[config.mk]
export PLATFORM = sky130hd
export DESIGN_NAME = fetch_queue_flat
export DESIGN_NICKNAME = d
export VERILOG_FILES = /design/src/rtl/cpu_types_pkg.sv /design/src/rtl/fetch_queue_if.sv /design/src/rtl/fetch_fifo.sv /design/src/rtl/fetch_queue.sv /design/src/flat_wrapper.sv
export SDC_FILE = /design/constraint.sdc
export NUM_CORES = 1
export LEC_CHECK = 0
export CAP_MARGIN = 5
export CORE_MARGIN = 1
export CORE_UTILIZATION = 40
export DETAILED_ROUTE_END_ITERATION = 10
export GPL_ROUTABILITY_DRIVEN = 0
export PLACE_DENSITY = 0.69
export REMOVE_ABC_BUFFERS = 1
export SKIP_LAST_GASP = 1
export SLEW_MARGIN = 20
export SYNTH_ARGS = -nofsm -noshare
export SYNTH_HDL_FRONTEND = slang
export SYNTH_SLANG_ARGS = --single-unit
[constraint.sdc]
create_clock -name CLK -period 10.41 [get_ports CLK]
set_input_delay 1.041 -clock CLK [delete_from_list [all_inputs] [get_ports CLK]]
set_output_delay 1.041 -clock CLK [all_outputs]
set_load 0.03 [all_outputs]
[src/rtl/cpu_types_pkg.sv]
// Shared CPU types: machine word, fetch queue entry and fetcher FSM states.
package cpu_types_pkg;

    localparam int unsigned WORD_W = 32;

    typedef logic [WORD_W-1:0] word_t;

    // One buffered fetch: the PC it was fetched from and the returned word.
    typedef struct packed {
        word_t pc;
        word_t ins;
    } fetch_entry_t;

    typedef enum logic [1:0] {
        FETCH  = 2'd0,
        FULL   = 2'd1,
        HALTED = 2'd2
    } fetch_state_t;

    localparam word_t PC_STEP = 32'd4;

endpackage

[src/rtl/fetch_queue_if.sv]
// Fetch front-end bundle: icache request/response, redirect/halt control and
// decode-side valid/ready output. Optional FETCH_STATS_EN adds counter outputs.
interface fetch_queue_if
    import cpu_types_pkg::*;
#(
    parameter int unsigned DEPTH = 4
);
    localparam int unsigned CNT_W = $clog2(DEPTH) + 1;

    logic             imemREN;
    word_t            imemaddr;
    logic             ihit;
    word_t            imemload;
    logic             redirect;
    word_t            redirect_pc;
    logic             halt;
    logic             out_valid;
    word_t            out_ins;
    word_t            out_pc;
    word_t            out_npc;
    logic             out_ready;
    logic [CNT_W-1:0] count;
`ifdef FETCH_STATS_EN
    word_t            fetch_cnt;
    word_t            stall_cnt;
`endif

    // Fetcher side.
    modport master (
        output imemREN, imemaddr, out_valid, out_ins, out_pc, out_npc, count,
`ifdef FETCH_STATS_EN
        output fetch_cnt, stall_cnt,
`endif
        input  ihit, imemload, redirect, redirect_pc, halt, out_ready
    );

    // Cache/decode/control side.
    modport slave (
        input  imemREN, imemaddr, out_valid, out_ins, out_pc, out_npc, count,
`ifdef FETCH_STATS_EN
        input  fetch_cnt, stall_cnt,
`endif
        output ihit, imemload, redirect, redirect_pc, halt, out_ready
    );

endinterface

[src/rtl/fetch_fifo.sv]
// Circular buffer of fetch entries with push, pop, flush, occupancy and head.
module fetch_fifo
    import cpu_types_pkg::*;
#(
    parameter int unsigned DEPTH = 4
)
(
    input  logic                      CLK,
    input  logic                      RST,
    input  logic                      push,
    input  fetch_entry_t              push_data,
    input  logic                      pop,
    input  logic                      flush,
    output logic [$clog2(DEPTH):0]    count,
    output fetch_entry_t              head
);

    localparam int unsigned PTR_W = $clog2(DEPTH);
    localparam int unsigned CNT_W = PTR_W + 1;

    fetch_entry_t     mem [DEPTH];
    logic [PTR_W-1:0] rd_ptr;
    logic [PTR_W-1:0] wr_ptr;
    logic [CNT_W-1:0] cnt_q;

    // Entry storage; cleared on reset so the idle head reads as zero.
    always_ff @(posedge CLK or posedge RST) begin
        if (RST) begin
            for (int unsigned i = 0; i < DEPTH; i++) begin
                mem[i] <= '0;
            end
        end else if (push && !flush) begin
            mem[wr_ptr] <= push_data;
        end
    end

    // Pointers and occupancy; flush wins over push/pop.
    always_ff @(posedge CLK or posedge RST) begin
        if (RST) begin
            rd_ptr <= '0;
            wr_ptr <= '0;
            cnt_q  <= '0;
        end else if (flush) begin
            rd_ptr <= '0;
            wr_ptr <= '0;
            cnt_q  <= '0;
        end else begin
            if (push) begin
                wr_ptr <= wr_ptr + PTR_W'(1);
            end
            if (pop) begin
                rd_ptr <= rd_ptr + PTR_W'(1);
            end
            if (push && !pop) begin
                cnt_q <= cnt_q + CNT_W'(1);
            end else if (pop && !push) begin
                cnt_q <= cnt_q - CNT_W'(1);
            end
        end
    end

    assign count = cnt_q;
    assign head  = mem[rd_ptr];

endmodule

[src/rtl/fetch_queue.sv]
// Decoupled instruction fetcher: owns the fetch PC, requests from the icache
// and buffers returned words for decode. Optional macro FETCH_STATS_EN adds
// fetch_cnt / stall_cnt statistics outputs.
module fetch_queue
    import cpu_types_pkg::*;
#(
    parameter word_t       PC_INIT = '0,
    parameter int unsigned DEPTH   = 4
)
(
    input logic          CLK,
    input logic          RST,
    fetch_queue_if.master fq
);

    localparam int unsigned CNT_W = $clog2(DEPTH) + 1;

    fetch_state_t     state_q;
    fetch_state_t     state_d;
    word_t            fpc_q;
    word_t            fpc_d;
    logic             push;
    logic             pop;
    logic             valid;
    logic [CNT_W-1:0] count;
    fetch_entry_t     head;
    fetch_entry_t     push_data;

    assign valid     = (count != '0);
    assign push_data = '{pc: fpc_q, ins: fq.imemload};

    fetch_fifo #(.DEPTH(DEPTH)) u_fifo (
        .CLK       (CLK),
        .RST       (RST),
        .push      (push),
        .push_data (push_data),
        .pop       (pop),
        .flush     (fq.redirect),
        .count     (count),
        .head      (head)
    );

    // State and fetch PC registers.
    always_ff @(posedge CLK or posedge RST) begin
        if (RST) begin
            state_q <= FETCH;
            fpc_q   <= PC_INIT;
        end else begin
            state_q <= state_d;
            fpc_q   <= fpc_d;
        end
    end

    // Next state, fetch PC and queue push/pop; redirect discards ihit and pop.
    always_comb begin
        state_d = state_q;
        fpc_d   = fpc_q;
        push    = 1'b0;
        pop     = 1'b0;

        pop  = valid && fq.out_ready && !fq.redirect;
        push = (state_q == FETCH) && fq.ihit && !fq.redirect;

        if (push) begin
            fpc_d = fpc_q + PC_STEP;
        end

        unique case (state_q)
            FETCH: begin
                if (push && !pop && (count == CNT_W'(DEPTH - 1))) begin
                    state_d = FULL;
                end
            end
            FULL: begin
                if (pop) begin
                    state_d = FETCH;
                end
            end
            default: begin
                state_d = HALTED;
            end
        endcase

        if (fq.redirect) begin
            fpc_d   = fq.redirect_pc;
            state_d = FETCH;
        end

        if (fq.halt || (state_q == HALTED)) begin
            state_d = HALTED;
        end
    end

    // Request is a function of registered state; held low while in reset.
    assign fq.imemREN   = (state_q == FETCH) && !RST;
    assign fq.imemaddr  = fpc_q;
    assign fq.out_valid = valid;
    assign fq.out_ins   = head.ins;
    assign fq.out_pc    = head.pc;
    assign fq.out_npc   = head.pc + PC_STEP;
    assign fq.count     = count;

`ifdef FETCH_STATS_EN
    word_t fetch_cnt_q;
    word_t stall_cnt_q;

    // Pushed-instruction and FULL-cycle counters; survive redirects.
    always_ff @(posedge CLK or posedge RST) begin
        if (RST) begin
            fetch_cnt_q <= '0;
            stall_cnt_q <= '0;
        end else begin
            if (push) begin
                fetch_cnt_q <= fetch_cnt_q + 32'd1;
            end
            if (state_q == FULL) begin
                stall_cnt_q <= stall_cnt_q + 32'd1;
            end
        end
    end

    assign fq.fetch_cnt = fetch_cnt_q;
    assign fq.stall_cnt = stall_cnt_q;
`endif

endmodule

[src/flat_wrapper.sv]
// flat-port wrapper written by rule: the top's interface ports become plain ports
module fetch_queue_flat import cpu_types_pkg::*;
#(
    parameter word_t       PC_INIT = '0,
    parameter int unsigned DEPTH   = 4
)
  (CLK, RST, fq_imemREN, fq_imemaddr, fq_out_valid, fq_out_ins, fq_out_pc, fq_out_npc, fq_count, fq_ihit, fq_imemload, fq_redirect, fq_redirect_pc, fq_halt, fq_out_ready);
  fetch_queue_if #(.DEPTH(DEPTH)) fq_i ();
  input logic CLK;
  input logic RST;
  output wire logic [$bits(fq_i.imemREN)-1:0] fq_imemREN;
  output wire logic [$bits(fq_i.imemaddr)-1:0] fq_imemaddr;
  output wire logic [$bits(fq_i.out_valid)-1:0] fq_out_valid;
  output wire logic [$bits(fq_i.out_ins)-1:0] fq_out_ins;
  output wire logic [$bits(fq_i.out_pc)-1:0] fq_out_pc;
  output wire logic [$bits(fq_i.out_npc)-1:0] fq_out_npc;
  output wire logic [$bits(fq_i.count)-1:0] fq_count;
  input wire logic [$bits(fq_i.ihit)-1:0] fq_ihit;
  input wire logic [$bits(fq_i.imemload)-1:0] fq_imemload;
  input wire logic [$bits(fq_i.redirect)-1:0] fq_redirect;
  input wire logic [$bits(fq_i.redirect_pc)-1:0] fq_redirect_pc;
  input wire logic [$bits(fq_i.halt)-1:0] fq_halt;
  input wire logic [$bits(fq_i.out_ready)-1:0] fq_out_ready;
  assign fq_imemREN = fq_i.imemREN;
  assign fq_imemaddr = fq_i.imemaddr;
  assign fq_out_valid = fq_i.out_valid;
  assign fq_out_ins = fq_i.out_ins;
  assign fq_out_pc = fq_i.out_pc;
  assign fq_out_npc = fq_i.out_npc;
  assign fq_count = fq_i.count;
  assign fq_i.ihit = fq_ihit;
  assign fq_i.imemload = fq_imemload;
  assign fq_i.redirect = fq_redirect;
  assign fq_i.redirect_pc = fq_redirect_pc;
  assign fq_i.halt = fq_halt;
  assign fq_i.out_ready = fq_out_ready;
  fetch_queue #(.PC_INIT(PC_INIT), .DEPTH(DEPTH)) u_core (.CLK(CLK), .RST(RST), .fq(fq_i));
endmodule
==> metrics.txt <==
Worst path most repeated cell and3_1; first-pass GRT wire length 53800 um; Final Hold Fails 0; cell count after synthesis 980; Worst-path clk slew 0.06 ns; layout cells sized above 1 0.309; Yosys reg bits a little under 300; post-synth top area share 0.536; Synth area leaders dfrtp_1, mux2_2, mux4_2; site row count 67; Post-Syn Area roughly 14000 sq um; First-pass DRT Iterations 5; mean post-synth cell area roughly 14 sq um; cts hold-fix bufs 0; ys async rst share 1.00; status finished clean; detailed router's first-iteration violation count 368; DP HPWL 21400 um; post-cts repair resize count 0; Max Cap Viol 0; IO buf count 202; CP Launch Type flip-flop; Syn. warnings 0; Pleak 7.88 nW; count of clock tree sinks slightly below 300; routed wire length around 34000 um; clk_lat worst skew roughly 0.51 ns; ys flop type dfrtp_1; number of diodes 0; Sequential cell area around 7400 sq um; number of global-route vias before repair 9319; Initial Utilization 0.410; H-tree depth 2; kind of critical path reg -> out; CP endpoint kind output port; Synth-to-Final Area Change 24.7%; Final min period slightly above 6 ns; Setup Viol. Count Final 0; CTS tree yes; Post-synth EDFFs 0; post-route ant nets 0; Chip Height 188 um; I/O pins roughly 200; largest net degree at the start of global routing between 90 and 100; grt total ovfl 0; # Post-CTS Setup Buffers 0; post-synthesis sequential area ratio 0.536; Worst Hold Class reg -> reg; DR vias/cell 5.41; Slew Limit Fails 0; # nets final between 1000 and 1500; crit path DAT 5.09 ns; routed length per placed instance about 21 um; DR vias around 9000; critical path's slowest cell dfrtp_4; initial antenna violation count 0; area of the multi-input gates approximately 6100 sq um; Worst path max stage delay approximately 0.80 ns; delay-heaviest family, CP buffers and inverters; largest area contributor in the synthesized netlist dfrtp_1; core area between 30000 and 40000 sq um; CTS Buf Count 34; relative slew slack 0.264; crit-path max FO 39; die width approximately 190 um; Hold Slack approximately 0.48 ns; worst-margin pin slew roughly 1.1 ns; RSZ-0062 raised after global routing no; post-synthesis cell type count 48; fin crit share 0.589; worst-path cell chain buf_4 > mux4_1 > and3_1 > nor2b_1 > and3_1 > xor2_1 > clkdlybuf4s50_1; CP Data Required Time 9.37 ns; Setup TNS Final 0 ns; FMAX roughly 160 MHz; CTS Buffer Depth 3; GR Util All Layers 0.195; clk root buf clkbuf_16; fin util 0.511; Layout fillers between 2000 and 3000; maximum vdd drop roughly 140 uV; clk_skew a little under 0.01 ns; Buf/Inv on CP 2; Cell Pwr Density between 150 and 200 nW/um^2; Post-route DRC 0; die area about 35000 sq um
[path summary, 6_finish.rpt]
path	slack, ns	depth (start not counted)	startpoint	end
worst max-delay path	4.28	7	u_core.u_fifo.rd_ptr[0]	fq_out_npc[11]
worst min-delay path	0.48	2	u_core.u_fifo.mem[241]	u_core.u_fifo.mem[241]
worst max register to register	7.19	4	u_core.state_q[0]	u_core.u_fifo.mem[220]
worst min register to register	0.48	2	u_core.u_fifo.mem[241]	u_core.u_fifo.mem[241]
max in group asynchronous	7.25	4	RST	u_core.u_fifo.rd_ptr[1]
min in group asynchronous	1.07	2	RST	u_core.fq.imemaddr[8]
[cell usage after synthesis (2+ instances only)]
master    count
and3_1        9
nand2_1      66
nor2b_1       2
xor2_1       12
inv_1        12
clkbuf_1     25
o21ai_0      39
nand4_1      19
clkbuf_8      2
mux2_2      242
or3_1         2
nor4_1       11
dfrtp_1     297
nand3_1      21
nor3b_1       2
buf_1        21
o21ai_1       6
buf_2        15
mux4_1       14
a21oi_1       2
and2_1        5
buf_12        2
ha_1          6
buf_4         2
xnor2_1      49
nor4b_1       2
mux4_2       50
nor2_1       14
and4_1        2
nor3_1       11
[where the power goes]
part	switching, mW	internal, mW
combinational	0.286	0.253
clock	0.468	0.718
sequential	0.0881	1.19
[cell families (layout without fill, tap and decap cells)]
family,Yosys count,count (layout),share of synthesized area
AO/OA/AOI/OAI,52,52,0.0199
flip-flops,297,297,0.536
adder cells (fa/ha/maj),7,7,0.00685
buffers and inverters,81,276,0.0282
AND/OR/NAND/NOR,175,175,0.0661
multiplexers,307,307,0.305
XOR/XNOR,61,61,0.0385
[placed cells by master, fill, tap and decap left out, types with 12 or more instances in the layout]
cell type        count
nand4_1             19
mux4_1              14
clkbuf_16           34
nand2_1             62
mux2_2             242
nor2_1              14
clkdlybuf4s50_1    201
o21ai_0             39
dfrtp_1            295
nand3_1             21
xor2_1              12
xnor2_1             49
mux4_2              50
[area by class of cell]
type                    count  area share
inverters                  12     0.00304
flip-flops and latches    297       0.430
clock inverters             9     0.00803
well taps                 448      0.0324
clock buffers              47      0.0555
repair buffers            208       0.119
multi-input cells         602       0.352
[registers in the layout (all words and copies together) (netlist names)]
register and cells:
u_core.fq.imemaddr 32, u_core.state_q 2, u_core.u_fifo.count 3, u_core.u_fifo.mem 256, u_core.u_fifo.rd_ptr 2, u_core.u_fifo.wr_ptr 2
[worst reg2reg max path: stages, from the launching register on]
cell,delay (ns)
dfrtp_1,0.43
or3b_2,0.65
nor2_1,0.67
nand2_4,0.78
mux2_2,0.57
[routing by layer]
layer,vias up,wire [um],GRT usage
li1,3924,-,-
met1,4582,15400,0.277
met2,236,15800,0.305
met3,39,2000,0.0419
met4,0,575,0.0482
met5,-,0,0
[stage by stage]
stage	cells	power [mW]	instance area (sq um)	worst slack [ns]
finish	1623	3.00	17300	4.28
global route	1623	3.12	17300	3.97
CTS	1623	3.04	17300	4.13
detailed placement	1567	1.85	16200	4.70
global placement	1567	1.84	16200	4.80
floorplan	911	1.62	13500	1.16
Power figures use the tool's default switching activity.
